## src/rtl/clk_div_monitor.sv

```systemverilog
// clk_div_monitor: health monitor for an integer / half-integer clock divider.
// Runs on the divider's source clock, treats the divided clock as data and
// measures how many source cycles MEAS_PERIODS divided periods take. It flags
// out-of-range measurements (freq_err) and a divider that stopped toggling
// (stuck_err).
module clk_div_monitor #(
    parameter int unsigned CNT_W        = 16,
    parameter int unsigned SYNC_STAGES  = 2,
    parameter int unsigned MEAS_PERIODS = 2,
    parameter int unsigned TIMEOUT      = 1023
) (
    input  logic             clk,
    input  logic             rst,
    input  logic             en,
    input  logic             clk_mon,
    input  logic [CNT_W-1:0] exp_min,
    input  logic [CNT_W-1:0] exp_max,
    input  logic             err_clr,
    output logic [CNT_W-1:0] meas_cnt,
    output logic             meas_valid,
    output logic             freq_err,
    output logic             stuck_err,
    output logic             busy
);

    localparam int unsigned EDGE_W = (MEAS_PERIODS > 1) ? $clog2(MEAS_PERIODS) : 1;
    localparam int unsigned IDLE_W = $clog2(TIMEOUT + 1);
    localparam logic [EDGE_W-1:0] LAST_EDGE = EDGE_W'(MEAS_PERIODS - 1);
    localparam logic [IDLE_W-1:0] IDLE_LAST = IDLE_W'(TIMEOUT - 1);

    typedef enum logic [1:0] {
        IDLE,
        ARM,
        MEASURE
    } state_t;

    state_t                 state;
    logic [SYNC_STAGES-1:0] sync_chain;
    logic                   sync_q_d;
    logic                   rise;
    logic [CNT_W-1:0]       cyc_cnt;
    logic [CNT_W-1:0]       cyc_inc;
    logic [EDGE_W-1:0]      edge_cnt;
    logic [IDLE_W-1:0]      idle_cnt;
    logic                   timeout_hit;
    logic                   out_of_range;

    // Synchronize the divided clock into the source domain.
    always_ff @(posedge clk or posedge rst) begin
        if (rst) begin
            sync_chain <= '0;
        end else begin
            sync_chain <= {sync_chain[SYNC_STAGES-2:0], clk_mon};
        end
    end

    // Delayed copy of the synchronized clock for rising-edge detection.
    always_ff @(posedge clk or posedge rst) begin
        if (rst) begin
            sync_q_d <= 1'b0;
        end else begin
            sync_q_d <= sync_chain[SYNC_STAGES-1];
        end
    end

    // Edge detect, saturating increment, range compare and idle timeout.
    always_comb begin
        rise         = sync_chain[SYNC_STAGES-1] & ~sync_q_d;
        cyc_inc      = (cyc_cnt == '1) ? cyc_cnt : cyc_cnt + CNT_W'(1);
        out_of_range = (meas_cnt < exp_min) || (meas_cnt > exp_max);
        timeout_hit  = (state != IDLE) && en && !rise && (idle_cnt == IDLE_LAST);
    end

    // Measurement FSM with counters, sticky error flags and registered outputs.
    always_ff @(posedge clk or posedge rst) begin
        if (rst) begin
            state      <= IDLE;
            cyc_cnt    <= '0;
            edge_cnt   <= '0;
            idle_cnt   <= '0;
            meas_cnt   <= '0;
            meas_valid <= 1'b0;
            freq_err   <= 1'b0;
            stuck_err  <= 1'b0;
            busy       <= 1'b0;
        end else begin
            meas_valid <= 1'b0;
            // Range check runs on the meas_cnt published in the meas_valid
            // cycle; a new set beats a simultaneous clear.
            freq_err   <= (freq_err & ~err_clr) | (meas_valid & out_of_range);
            stuck_err  <= (stuck_err & ~err_clr) | timeout_hit;
            // The next state is ARM or MEASURE exactly when en is high.
            busy       <= en;

            case (state)
                IDLE: begin
                    cyc_cnt  <= '0;
                    edge_cnt <= '0;
                    idle_cnt <= '0;
                    if (en) begin
                        state <= ARM;
                    end
                end

                ARM: begin
                    if (!en) begin
                        state    <= IDLE;
                        cyc_cnt  <= '0;
                        edge_cnt <= '0;
                        idle_cnt <= '0;
                    end else if (rise) begin
                        state    <= MEASURE;
                        cyc_cnt  <= '0;
                        edge_cnt <= '0;
                        idle_cnt <= '0;
                    end else if (timeout_hit) begin
                        idle_cnt <= '0;
                    end else begin
                        idle_cnt <= idle_cnt + IDLE_W'(1);
                    end
                end

                MEASURE: begin
                    if (!en) begin
                        state    <= IDLE;
                        cyc_cnt  <= '0;
                        edge_cnt <= '0;
                        idle_cnt <= '0;
                    end else if (rise) begin
                        idle_cnt <= '0;
                        if (edge_cnt == LAST_EDGE) begin
                            // Window closes on this edge and the next one
                            // opens on the same edge.
                            meas_cnt   <= cyc_inc;
                            meas_valid <= 1'b1;
                            cyc_cnt    <= '0;
                            edge_cnt   <= '0;
                        end else begin
                            cyc_cnt  <= cyc_inc;
                            edge_cnt <= edge_cnt + EDGE_W'(1);
                        end
                    end else if (timeout_hit) begin
                        state    <= ARM;
                        cyc_cnt  <= '0;
                        edge_cnt <= '0;
                        idle_cnt <= '0;
                    end else begin
                        cyc_cnt  <= cyc_inc;
                        idle_cnt <= idle_cnt + IDLE_W'(1);
                    end
                end

                default: begin
                    state    <= IDLE;
                    cyc_cnt  <= '0;
                    edge_cnt <= '0;
                    idle_cnt <= '0;
                end
            endcase
        end
    end

endmodule

```

## config.mk

```make
export PLATFORM = sky130hd
export DESIGN_NAME = clk_div_monitor
export DESIGN_NICKNAME = d
export VERILOG_FILES = /design/src/rtl/clk_div_monitor.sv
export SDC_FILE = /design/constraint.sdc
export NUM_CORES = 1
export LEC_CHECK = 0
export CAP_MARGIN = 20
export CORE_ASPECT_RATIO = 1.2
export CORE_UTILIZATION = 50
export CTS_BUF_LIST = sky130_fd_sc_hd__clkbuf_4 sky130_fd_sc_hd__clkbuf_8 sky130_fd_sc_hd__clkbuf_16
export DETAILED_ROUTE_END_ITERATION = 8
export PLACE_DENSITY = 0.76
export SLEW_MARGIN = 5
export SYNTH_ARGS = -nofsm -noshare
export SYNTH_HDL_FRONTEND = slang
export SYNTH_SLANG_ARGS = --single-unit
```

## constraint.sdc

```tcl
create_clock -name clk -period 3.1 [get_ports clk]
set_input_delay 0.62 -clock clk [delete_from_list [all_inputs] [get_ports clk]]
set_output_delay 0.62 -clock clk [all_outputs]
set_load 0.05 [all_outputs]
```

* Word level (Yosys, flattened, before mapping)
Cells that the tools add are included.
** Cells by class
- Reductions and logical operators :: 11
- Divide/modulo/power cells :: 0
- Add/subtract/negate cells :: 3
- Shifts and indexed selects :: 0
- Bitwise gates (word level) :: 8
- Mux-type cells :: 30
- Multipliers :: 0
- Equal/unequal tests :: 9
- Order comparisons :: 2
** Operator list (count)
- $mux W16 :: 7
- $mux W10 :: 4
- $pmux W16 S2 :: 1
- $add A16 B1 Y16 const B :: 1
- $eq A16 B16 Y1 const B :: 1
- $gt A16 B16 Y1 :: 1
- $lt A16 B16 Y1 :: 1
- $mux W2 :: 6
- $add A10 B1 Y10 const B :: 1
- $eq A10 B10 Y1 const B :: 1
- $mux W1 :: 10
- $ne A3 B3 Y1 const B :: 3
- $reduce_and A4 Y1 :: 2
- $pmux W2 S3 :: 1
- $and A1 B1 Y1 :: 4
- $ne A4 B4 Y1 const B :: 1
- $logic_and A1 B1 Y1 :: 3
- $eq A2 B1 Y1 const B :: 1
- $eq A2 B2 Y1 const B :: 1
- $logic_not A2 Y1 :: 1
- $ne A2 B2 Y1 const B :: 1
- $not A1 Y1 :: 2
- $or A1 B1 Y1 :: 2
- $pmux W1 S2 :: 1
- other kinds (6) :: 6
** Word-level totals
- Input port bits :: 37
- ROM bits :: 0
- Memories :: 0
- Register bits :: 52
- Logic and storage cells :: 74
- Output and inout port bits :: 20
- Latch bits :: 0
- Memory bits (writable) :: 0

* Depth between registers and ports, before layout
- Word-level depth :: 9
- Gate-level depth with buffers :: 8
- Depth with buffers taken out :: 7

* Worst setup path after synthesis
Ideal clock, no wire load.
- Path kind :: flip-flop to flip-flop
- Start point :: register meas_cnt[14]
- End point :: register freq_err
- Cell stages (with the launch flop) :: 7
- Buffers on the path :: 0
- Clock period less this slack :: 2.085 ns
- Library setup time :: 0.122 ns
- Arrival time :: 1.964 ns
- Path slack :: 1.015 ns
- Required time :: 2.978 ns
- Path through :: dfrtp_1 > ha_1 > a21oi_1 > nand2_1 > a221o_1 > a211o_1 > a32o_1
** Between the ends
- Word-level cells in the longest chain between the ends :: 4
- Elaborated cells on any way between the ends :: 5
- Classes of those cells :: 2 x order compare; 2 x bitwise; 1 x reduce/logical
** Ends and longest elaborated chain
- from (decl) :: RTL line 19 : output logic [CNT_W-1:0] meas_cnt,
- from (signal assigned) :: RTL line 134 : meas_cnt <= cyc_inc;
- $lt A16 B16 Y1 or $gt A16 B16 Y1 (tied branches) :: RTL line 70 : out_of_range = (meas_cnt < exp_min) || (meas_cnt > exp_max);
- $logic_or A1 B1 Y1 * :: RTL line 70
- $and A1 B1 Y1 * :: RTL line 90 : freq_err <= (freq_err & ~err_clr) | (meas_valid & out_of_range);
- $or A1 B1 Y1 * :: RTL line 90
- to (signal assigned) :: RTL line 90
- to (decl) :: RTL line 21 : output logic freq_err,
Mark *: on every way between the ends. The rest lies on a longest branch, timed or not.
A chain may end at the register's enable or synchronous reset.

* Worst setup path in the final report
- Start point :: input exp_max[14]
- End point :: register freq_err
** Between the ends
- Word-level cells in the longest chain between the ends :: 4
** Ends and longest elaborated chain
- from (decl) :: RTL line 17 : input logic [CNT_W-1:0] exp_max,
- $gt A16 B16 Y1 :: RTL line 70
- $logic_or A1 B1 Y1 :: RTL line 70
- $and A1 B1 Y1 :: RTL line 90
- $or A1 B1 Y1 :: RTL line 90
No other way between the ends.

==> flow_summary.toml <==
[clock_network]
clockBufferDepth = 2
clkTransAtPathRegs_ns = 0.09
cts-root-buf = "clkbuf_8"
cts_hold_buf = 0
cts_setup_buffers = 0
cts.sinks = 52
htree_num_levels = 2
cts_tree = "done"
numCtsBuffers = 5
cts-resized-gates = 0
clk_latency_ns = 0.31

[timing]
maxSlewHeadroom_pct = 56.5
tns_ns = 0
rsz0062_at_grt = "no"
slew_viol_final = 0
hold_viol = 0
fin_skew_ns = 0.00741
setup_viol = 0
tightest_slew_ns = 0.653
max_freq_mhz = 440
min_period_ns = 2.27
min_period_over_period_pct = 73.4

[finish]
area_growth_pct = 20.4
num_antenna_cells = 0
nets = 517
final_area_mm2 = 0.00424
drive_above_1_share_pct = 6.77

[floorplan]
ios = 57
die_h_um = 93.9
start_util_pct = 51.7
die_area_mm2 = 0.00739
rows = 33
die_width_um = 78.6
core_mm2 = 0.00681

[synth]
yosysMostFrequentCell = "dfrtp_1"
yosysWarnings = 0
synthArstFlopShare_pct = 100
synth_area_mm2 = 0.00352
synth.area.top_cells = "dfrtp_1, ha_1, nand2_1"
yosysSeqAreaShare_pct = 36.9
yosysTopAreaCell = "dfrtp_1"
ys.flop_type = "dfrtp_1"
ys_ff_latch = 52
synth_cells = 389
syn_avg_cell_area_um2 = 9.05
yosys-top-cells-count = "dfrtp_1, nand2_1, inv_1"
synth_top_area_share_pct = 36.9
ys_types = 60
synth-edff-count = 0
syn_nets = 464

[outcome]
outcome = "finished, final reports clean"

[detailed_routing]
viasPerCell = 5.48
dr_total_vias = 2905
ant_nets = 0
drt_iter0_drc = 111
dr.pass1.iters = 4
wl_um = 7280
avgRoutedWirePerCell_um = 13.7
drc = 0

[power]
power_density_mw_per_mm2 = 321
ir_drop_v = 0.000334
leakagePower_uw = 0.00202

[run]
cap_violations = 0

[critical_path]
cp.required_ns = 3.31
cp-start-kind = "primary input"
critPathKind = "primary input to register"
worstPathArrival_ns = 2.48
endpoint_kind = "register"
crit_fanout = 3

[global_route]
antenna_found_initial = 0
overflow = 0
grt.total_usage_pct = 21.2
first_global_vias = 2781
grt_max_degree = 53
grt_pass1_wl_um = 12300

[placed_design]
dp_hpwl_um = 5620
place.gp.congestion = 0.809
place_area_mm2 = 0.00414
port_buffers = 56

[hold_path]
hold_path_class = "register to register"
layer usage:
metal | track usage [%] | part of all wire, % | vias up | wire length (um)
met5 | 0 | 0 | - | 0
met4 | 8.02 | 2.4 | 0 | 176
met3 | 2.62 | 4.1 | 15 | 301
met2 | 39.9 | 50 | 73 | 3680
met1 | 24.0 | 43 | 1345 | 3130
li1 | - | - | 1472 | -
placed cells by master, fill, tap and decap left out, drive strengths merged, types with 4 or more instances in the layout:
master	instances
inv	43
nor3	8
nand4	13
ha	38
clkdlybuf4s50	56
o22ai	4
nand2	44
nor2b	4
nand3	16
xnor2	12
clkbuf	7
a21o	5
nor2	21
a31oi	7
a21oi	28
dfrtp	52
xor2	6
o21ai	31
metrics by stage:
step	instances	total power, uW	hold WS [ns]	utilization, %	setup slack, ns
global placement	522	956	0.334	60.8	0.546
global route	530	1440	0.374	62.2	0.665
finish	530	1360	0.365	62.2	0.825
detailed placement	522	966	0.344	60.8	0.512
CTS	530	1370	0.365	62.2	0.835
floorplan	389	870	0.331	-	1.01
worst max-delay path: stages:
cell and delay, ns:
clkdlybuf4s50_1 0.46, inv_1 0.04, ha_1 0.32, a21oi_1 0.15, nand2_1 0.06, a221o_1 0.34
a211o_1 0.23, a32o_1 0.25
registers in the layout, summed over array words and instances (netlist names), 2 cells and up:
register and flops:
cyc_cnt 16, meas_cnt 16, sync_chain 2, idle_cnt 10, state 2
layout make-up:
type	instances	area, um^2
clock buffer	7	90.1
inverter	43	161
clock inverter	1	7.51
sequential	52	1300
timing repair buffer	59	596
multi-input combinational	281	1970
tap	87	109
fill	575	2570
power breakdown:
part / switching (uW) / internal, uW / total, uW
combinational: 135 / 106 / 241
clock: 219 / 191 / 409
sequential: 16.6 / 694 / 711
kinds of logic (layout without fill, tap and decap cells):
| logic type | count (synthesis) | after routing | share of synthesized area [%] |
|---|---|---|---|
| compound gates | 93 | 93 | 16.8 |
| mux | 3 | 3 | 0.995 |
| fa+ha+maj | 38 | 38 | 13.5 |
| simple gates | 129 | 129 | 20.3 |
| flops | 52 | 52 | 36.9 |
| buf+inv | 56 | 110 | 7.00 |
| xor+xnor | 18 | 18 | 4.48 |
final timing paths:
| kind | start | endpoint | slack [ns] | cells after the start |
|---|---|---|---|---|
| setup / recovery | exp_max[14] | freq_err | 0.83 | 8 |
| hold / removal | sync_chain[0] | sync_chain[1] | 0.36 | 0 |
| setup reg to reg | cyc_cnt[0] | cyc_cnt[11] | 0.83 | 6 |
| hold reg to reg | sync_chain[0] | sync_chain[1] | 0.36 | 0 |
| max in group asynchronous | rst | cyc_cnt[4] | 2.21 | 3 |
| min in group asynchronous | rst | meas_cnt[14] | 0.66 | 3 |
No activity file was read; power rests on OpenSTA's default activity.
